[config.mk]
export PLATFORM = sky130hd
export DESIGN_NAME = macc_pipe
export DESIGN_NICKNAME = d
export VERILOG_FILES = /design/src/rtl/macc_pipe.sv
export SDC_FILE = /design/constraint.sdc
export NUM_CORES = 1
export LEC_CHECK = 0
export CORE_UTILIZATION = 54
export CTS_CLUSTER_SIZE = 10
export DETAILED_ROUTE_END_ITERATION = 16
export HOLD_SLACK_MARGIN = 0.05
export PLACE_DENSITY = 0.75
export SYNTH_ARGS = -nofsm -noshare
export SYNTH_HDL_FRONTEND = slang
export SYNTH_SLANG_ARGS = --single-unit
[constraint.sdc]
create_clock -name CLK -period 6.2 [get_ports CLK]
set_input_delay 0.62 -clock CLK [delete_from_list [all_inputs] [get_ports CLK]]
set_output_delay 0.62 -clock CLK [all_outputs]
set_load 0.02 [all_outputs]
[src/rtl/macc_pipe.sv]
// Pipelined multiply-accumulate block: registered operands, optional product pipeline,
// and a wrapping accumulator with a sticky overflow flag behind a valid/ready handshake.
module macc_pipe #(
  parameter bit A_SIGNED   = 1'b0,
  parameter bit B_SIGNED   = 1'b0,
  parameter int A_WIDTH    = 8,
  parameter int B_WIDTH    = 8,
  parameter int Y_WIDTH    = 24,
  parameter int MUL_STAGES = 1
) (
  input  logic               CLK,
  input  logic               ARST_N,
  input  logic               IN_VALID,
  output logic               IN_READY,
  input  logic [A_WIDTH-1:0] A,
  input  logic [B_WIDTH-1:0] B,
  input  logic               ACC_LOAD,
  output logic               OUT_VALID,
  input  logic               OUT_READY,
  output logic [Y_WIDTH-1:0] Y,
  output logic               OVF
);

  localparam int P_W      = A_WIDTH + B_WIDTH;
  localparam bit SWAP     = (A_WIDTH > B_WIDTH);
  localparam int S_W      = SWAP ? B_WIDTH : A_WIDTH;
  localparam int L_W      = SWAP ? A_WIDTH : B_WIDTH;
  localparam bit S_SIGNED = SWAP ? B_SIGNED : A_SIGNED;
  localparam bit L_SIGNED = SWAP ? A_SIGNED : B_SIGNED;
  localparam bit P_SIGNED = S_SIGNED && L_SIGNED;
  localparam int ST_W     = P_W + 2;

  logic               w_stall;
  logic               r_s0Valid;
  logic               r_s0Load;
  logic [A_WIDTH-1:0] r_a;
  logic [B_WIDTH-1:0] r_b;
  logic [S_W-1:0]     w_short;
  logic [L_W-1:0]     w_long;
  logic [P_W-1:0]     w_shortExt;
  logic [P_W-1:0]     w_longExt;
  logic [P_W-1:0]     w_prod;
  logic [ST_W-1:0]    w_s0Stage;
  logic [ST_W-1:0]    w_accStage;
  logic               w_accValid;
  logic               w_accLoad;
  logic [P_W-1:0]     w_accProd;
  logic [Y_WIDTH-1:0] w_pExt;
  logic               w_truncOvf;
  logic [Y_WIDTH:0]   w_sum;
  logic               w_addOvf;
  logic               r_outValid;
  logic               r_ovf;
  logic [Y_WIDTH-1:0] r_acc;

  // A result that downstream has not taken freezes the whole pipe.
  assign w_stall  = r_outValid && !OUT_READY;
  assign IN_READY = !w_stall;

  always_ff @(posedge CLK or negedge ARST_N) begin
    if (!ARST_N) begin
      r_s0Valid <= 1'b0;
      r_s0Load  <= 1'b0;
      r_a       <= '0;
      r_b       <= '0;
    end else if (!w_stall) begin
      r_s0Valid <= IN_VALID;
      r_s0Load  <= ACC_LOAD;
      r_a       <= A;
      r_b       <= B;
    end
  end

  generate
    if (SWAP) begin : gSwap
      assign w_short = r_b;
      assign w_long  = r_a;
    end else begin : gNoSwap
      assign w_short = r_a;
      assign w_long  = r_b;
    end
  endgenerate

  // Extending both lanes to P_W makes the low P_W product bits exact for either signedness.
  assign w_shortExt = {{L_W{P_SIGNED & w_short[S_W-1]}}, w_short};
  assign w_longExt  = {{S_W{P_SIGNED & w_long[L_W-1]}}, w_long};
  assign w_prod     = w_shortExt * w_longExt;
  assign w_s0Stage  = {r_s0Valid, r_s0Load, w_prod};

  generate
    if (MUL_STAGES == 0) begin : gNoPipe
      assign w_accStage = w_s0Stage;
    end else begin : gPipe
      logic [MUL_STAGES-1:0][ST_W-1:0] r_pipe;
      always_ff @(posedge CLK or negedge ARST_N) begin
        if (!ARST_N) begin
          r_pipe <= '0;
        end else if (!w_stall) begin
          r_pipe[0] <= w_s0Stage;
          for (int i = 1; i < MUL_STAGES; i++) begin
            r_pipe[i] <= r_pipe[i-1];
          end
        end
      end
      assign w_accStage = r_pipe[MUL_STAGES-1];
    end
  endgenerate

  assign w_accValid = w_accStage[ST_W-1];
  assign w_accLoad  = w_accStage[ST_W-2];
  assign w_accProd  = w_accStage[P_W-1:0];

  generate
    if (Y_WIDTH > P_W) begin : gExtend
      assign w_pExt     = {{(Y_WIDTH-P_W){P_SIGNED & w_accProd[P_W-1]}}, w_accProd};
      assign w_truncOvf = 1'b0;
    end else if (Y_WIDTH == P_W) begin : gExact
      assign w_pExt     = w_accProd;
      assign w_truncOvf = 1'b0;
    end else begin : gTrunc
      logic [P_W-Y_WIDTH-1:0] w_dropped;
      assign w_dropped  = w_accProd[P_W-1:Y_WIDTH];
      assign w_pExt     = w_accProd[Y_WIDTH-1:0];
      // Signed results only lose information if the dropped bits are not pure sign copies.
      assign w_truncOvf = P_SIGNED ? (w_dropped != {(P_W-Y_WIDTH){w_accProd[Y_WIDTH-1]}})
                                   : (|w_dropped);
    end
  endgenerate

  assign w_sum    = {1'b0, r_acc} + {1'b0, w_pExt};
  assign w_addOvf = P_SIGNED ? ((r_acc[Y_WIDTH-1] == w_pExt[Y_WIDTH-1]) &&
                                (w_sum[Y_WIDTH-1] != r_acc[Y_WIDTH-1]))
                             : w_sum[Y_WIDTH];

  always_ff @(posedge CLK or negedge ARST_N) begin
    if (!ARST_N) begin
      r_outValid <= 1'b0;
      r_acc      <= '0;
      r_ovf      <= 1'b0;
    end else if (!w_stall) begin
      r_outValid <= w_accValid;
      if (w_accValid) begin
        if (w_accLoad) begin
          r_acc <= w_pExt;
          r_ovf <= w_truncOvf;
        end else begin
          r_acc <= w_sum[Y_WIDTH-1:0];
          r_ovf <= r_ovf | w_addOvf | w_truncOvf;
        end
      end
    end
  end

  assign OUT_VALID = r_outValid;
  assign Y         = r_acc;
  assign OVF       = r_ovf;

endmodule
==> run metrics, run 1 <==
Critical Path Start Type flip-flop; die outline area 10400 um2; area grow syn2layout 15.3%; WL/cell 14.3 um; commonest non-fill, non-tap cell in the layout nand2_1; final net count ~770; post-synthesis sequential area ratio 28.9%; CTS tree yes; Placer Congestion 0.898; clock tree root driver cell clkbuf_8; DRC errors left 0; H-Tree Level Count 3; async set-reset flop share out of synthesis 100%; vias in the first global route 4273; Mean Syn Cell Area 8.70 um2; first-pass GRT wire length 19400 um; Post-Syn Area 5380 um2; vias per cell 5.41; Worst-Skew Late Latency 0.36 ns; Worst R2R Start r_b[7]$_DFFE_PN0N_; Post-synth EDFFs 0; Slew headroom 32.0%; gr ovfl total 0; DR WL met2 5700 um; Tcrit/Tclk final 75.0%; pin count of the biggest net entering global routing between 60 and 70; Detailed Routing Iterations Pass 1 4; status finished clean; row count 36; syn nets 728; Place WS ~1.5 ns; CTS Hold Bufs 0; Clock Skew 0.00947 ns; Non-Filler Instances 796; Detailed Route Iter0 Violations 142; setup ws final 1.55 ns; setup TNS 0 ns; max-cap violation count 0; Arr. time, crit path 4.94 ns; Hold Path Class primary input to async pin; met3 wire len 473 um; RSZ-0062 raised after global routing no; Max Buffers Root-to-Sink 2; Unique masters post-synth 58; Die W 102 um; # setup viols final 0; ant diodes 0; commonest register cell after synthesis dfrtp_1; Final min period 4.65 ns; initial antenna violation count 0; Worst R2R Setup Slack roughly 1.5 ns; Placed Instances 780; Post-Route WL roughly 11000 um; die height 102 um; Metal-1 WL 4960 um; reg-to-reg critical path endpoint gPipe.r_pipe[15]$_DFFE_PN0N_; post-DP HPWL 8470 um; Critical Path End Type flip-flop; Post-CTS Setup Inserts 0; synthesized instance count approximately 620; io pins 48; starting density of the core 55.3%; post_cts resized 0; Core Area between 9000 and 10000 um2; via count 4304; top routing layer in use met4; Total GRT Usage 24.1%; reg2reg path depth 15; antenna viol nets, final 0; critical path fanouts, max 9; port bufs between 40 and 50; worst slew pin tran approximately 1.0 ns; total CTS buffers 9; kind of critical path flip-flop to flip-flop; Ys Warns 0; Clock Sinks 62; share of layout cells above drive strength 1 4.68%; Final Hold Vio Count 0; most frequent cells in the layout nand2_1, dfrtp_1, inv_1; final hold slack around 0.42 ns; Fmax 215 MHz; clk slew on worst S/H paths 0.07 ns; Max Slew Vio Count 0; #FFs+latches synth 62; Req. time, crit path 6.49 ns
==> registers in the layout (all words and copies together), names as in the netlist <==
name / flops
Y: 24
OVF: 1
r_s0Valid: 1
gPipe.r_pipe: 18
r_s0Load: 1
r_b: 8
OUT_VALID: 1
r_a: 8
==> cells by family after synthesis <==
logic type               Yosys count  synth area share [%]
AO/OA/AOI/OAI                    129                  15.4
AND/OR/NAND/NOR                  235                  20.2
buffers and inverters             79                  5.63
multiplexers                       4                 0.745
flip-flops                        62                  28.9
XOR/XNOR                          20                  3.26
adder cells (fa/ha/maj)           89                  25.9
==> synthesized netlist by cell type (all sizes together), types with 4 or more instances <==
master	number	area, um2
fa	37	741
nor3	6	30.0
dfrtp	62	1550
xor2	12	105
and3	5	31.3
ha	52	651
buf	6	27.5
o31ai	4	40.0
nand2b	5	31.3
xnor2	8	70.1
nand2	120	450
o21ai	36	184
mux2i	4	40.0
inv	56	210
a21o	5	37.5
clkbuf	16	61.3
a21oi	46	241
o22ai	4	25.0
a21boi	4	30.0
and2	47	294
nor2	33	124
==> layer usage <==
metal	global-route usage (%)	vias up
li1	-	2131
met2	42.2	90
met1	30.3	2066
met5	0	-
met3	3.45	17
met4	9.03	0
==> stage by stage <==
step	utilization (%)	instance area (um2)
floorplan	-	5380
global placement	61.2	5950
detailed placement	61.2	5950
CTS	63.7	6200
global route	63.7	6200
finish	63.7	6200
==> worst max-delay path by stage <==
| stage | start | endpoint | slack [ns] |
|---|---|---|---|
| finish | r_b[7]$_DFFE_PN0N_ | gPipe.r_pipe[15]$_DFFE_PN0N_ | 1.55 |
| global route | r_b[7]$_DFFE_PN0N_ | gPipe.r_pipe[15]$_DFFE_PN0N_ | 1.31 |
| CTS | r_b[7]$_DFFE_PN0N_ | gPipe.r_pipe[15]$_DFFE_PN0N_ | 1.52 |
| detailed placement | r_b[7]$_DFFE_PN0N_ | gPipe.r_pipe[15]$_DFFE_PN0N_ | 1.54 |
| global placement | r_b[7]$_DFFE_PN0N_ | gPipe.r_pipe[15]$_DFFE_PN0N_ | 1.70 |
| floorplan | r_b[7]$_DFFE_PN0N_ | gPipe.r_pipe[15]$_DFFE_PN0N_ | 1.86 |
==> critical path, stage by stage (launching register included) <==
cell       delay, ns
dfrtp_1         0.47
and2_1          0.22
fa_1            0.52
fa_1            0.52
fa_1            0.55
inv_1           0.05
fa_1            0.54
inv_1           0.04
ha_1            0.32
o21a_1          0.21
o21ai_0         0.28
a21oi_1         0.10
o311a_1         0.39
o2111ai_1       0.18
o21ai_0         0.11
nor2_1          0.10
==> area by class of cell <==
cell class                 count  area [um2]
sequential                    62        1550
clock buffer                  13         159
fill                         865        3530
timing repair buffer          51         495
clock inverter                 3        90.1
tap                          133         166
inverter                      57         214
multi-input combinational    477        3520
Power of run 1 is not shown: default switching activity piles up to over one toggle a cycle in this logic, so the estimate is an artifact.
==> run 2, diff against run 1 <==
CORE_UTILIZATION = 53   (was 54)
PLACE_DENSITY = 0.77   (was 0.75)
clock period = 4.2 ns   (was 6.2 ns; I/O delays follow)
==> run metrics, run 2 (synthesis gave the netlist of run 1 again) <==
Worst-Skew Late Latency 0.35 ns (about the same); reg2reg path depth 16 (+1); flip-flop and latch area 1560 um2 (+0.56%); Critical Path End Type flip-flop; worst slew pin tran 0.911 ns (-0.106 ns); io pins 48 (unchanged); critical path fanouts, max 4 (-5); Placer Congestion 0.923 (+2.8%); # setup viols final 0 (unchanged); die outline area 10600 um2 (+1.9%); commonest non-fill, non-tap cell in the layout nand2_1; ant diodes 0 (unchanged); Hold Path Class primary input to async pin; area grow syn2layout 21.3%; port bufs 47 (unchanged); CTS Hold Bufs 0 (unchanged); reg-to-reg critical path endpoint gPipe.r_pipe[15]$_DFFE_PN0N_; antenna viol nets, final 0 (unchanged); Detailed Routing Iterations Pass 1 6 (+2); gr ovfl total 0 (unchanged); starting density of the core 54.8% (-0.51 points); via count 4450 (+3.4%); Req. time, crit path 4.49 ns (-2.00 ns); kind of critical path flip-flop to flip-flop; final net count 798 (+3.9%); die height 103 um (+0.92%); Fmax 239 MHz (+11%); CTS tree yes; Core Area 9820 um2 (+0.93%); total CTS buffers 9 (unchanged); WL/cell 13.9 um (-2.3%); vias in the first global route 4244 (-0.68%); most frequent cells in the layout nand2_1, dfrtp_1, inv_1; Tcrit/Tclk final 99.5% (+24 points); max FFs per register 24 (unchanged); H-Tree Level Count 3 (unchanged); Worst R2R Setup Slack 0.02 ns (-1.52 ns); Detailed Route Iter0 Violations 150 (+5.6%); critical path startpoint r_a[2]$_DFFE_PN0N_; post-DP HPWL 8650 um (+2.2%); Multi-input gate area 3660 um2 (+4.0%); clock tree root driver cell clkbuf_8; first-pass GRT wire length 18900 um (-2.5%); Critical Path Start Type flip-flop; Post-Route WL 11500 um (+1.3%); max-cap violation count 0 (unchanged); clk slew on worst S/H paths 0.07 ns (about the same); Clock Sinks 62 (unchanged); Final min period 4.18 ns (-0.476 ns); Die W 103 um (+0.92%); status finished clean; Total GRT Usage 23.5% (-0.66 points); Slew headroom 39.2% (+7.3 points); vias per cell 5.39 (-0.24%); Critical Path End gPipe.r_pipe[15]$_DFFE_PN0N_; RSZ-0062 raised after global routing yes; Worst R2R Start r_a[2]$_DFFE_PN0N_; Max Slew Vio Count 0 (unchanged); Final Hold Vio Count 0 (unchanged); pin count of the biggest net entering global routing 41 (-35%); Final Util 66.4% (+2.7 points); Arr. time, crit path 4.46 ns (-0.48 ns); Max Buffers Root-to-Sink 2 (unchanged); row count 36 (unchanged); Clock Skew 0.00733 ns (-0.00214 ns); share of layout cells above drive strength 1 14.5% (+9.8 points); fill count 848 (-2.0%); initial antenna violation count 0 (unchanged); DRC errors left 0 (unchanged)
run 2: repair_timing:
action | 4_1_cts | 5_1_grt
pin swaps | 18 | 26
setup endpoints to repair | 2 | 7
resized for setup | 15 | 30
setup buffers | 1 | 2
run 2: cell type report:
type | instances | area share, %
Sequential cell | 62 | 23.9
Clock inverter | 4 | 0.729
Clock buffer | 11 | 2.17
Multi-Input combinational cell | 477 | 56.2
Tap cell | 133 | 2.55
Inverter | 57 | 3.28
Timing Repair Buffer | 81 | 11.2
run 2: how the worst min path moves through the flow:
| stage | start | end | slack (ns) | depth (start not counted) |
|---|---|---|---|---|
| 4_1_cts | ARST_N | Y[19]$_DFFE_PN0P_ | 0.22 | 1 |
| 2_1_floorplan | ARST_N | OUT_VALID$_DFFE_PN0N_ | 0.12 | 0 |
| 6_report | ARST_N | Y[19]$_DFFE_PN0P_ | 0.19 | 1 |
| 5_1_grt | ARST_N | Y[20]$_DFFE_PN0P_ | 0.26 | 1 |
| 3_5_place_dp | r_s0Valid$_DFFE_PN0N_ | r_s0Valid$_DFFE_PN0N_ | 0.46 | 2 |
| 3_3_place_gp | r_s0Valid$_DFFE_PN0N_ | r_s0Valid$_DFFE_PN0N_ | 0.45 | 2 |
run 2: worst max-delay path, cell delays in order, from the launching register on:
cell and delay [ns]:
dfrtp_2 0.45, buf_6 0.13, and2_4 0.13, fa_2 0.54, fa_1 0.43, fa_1 0.51, inv_1 0.05, fa_1 0.49
inv_2 0.05, ha_4 0.21, o21a_1 0.20, o21ai_2 0.17, a21oi_2 0.06, o311a_1 0.33, o2111ai_1 0.18, o21ai_1 0.09
nor2_1 0.10
run 2: layer usage:
layer,track usage (%),vias to the layer above,part of all wire [%]
met5,0,-,0
met4,10.7,0,2.5
met3,3.93,27,3.5
met2,41.1,99,52
met1,28.3,2123,42
li1,-,2201,-
run 2: per-stage QoR:
step	cells	instance area, um2	TNS [ns]	hold WS, ns	setup WS, ns
after floorplan	618	5380	0	0.124	0.0133
after global placement	807	6160	-0.0250	0.451	-0.0250
final	825	6520	0	0.191	0.0226
after CTS	823	6420	-0.0268	0.223	-0.0268
after detailed placement	807	6160	-0.190	0.456	-0.114
after global routing	825	6520	-0.267	0.264	-0.0749
Power of run 2 is left out for the same reason.
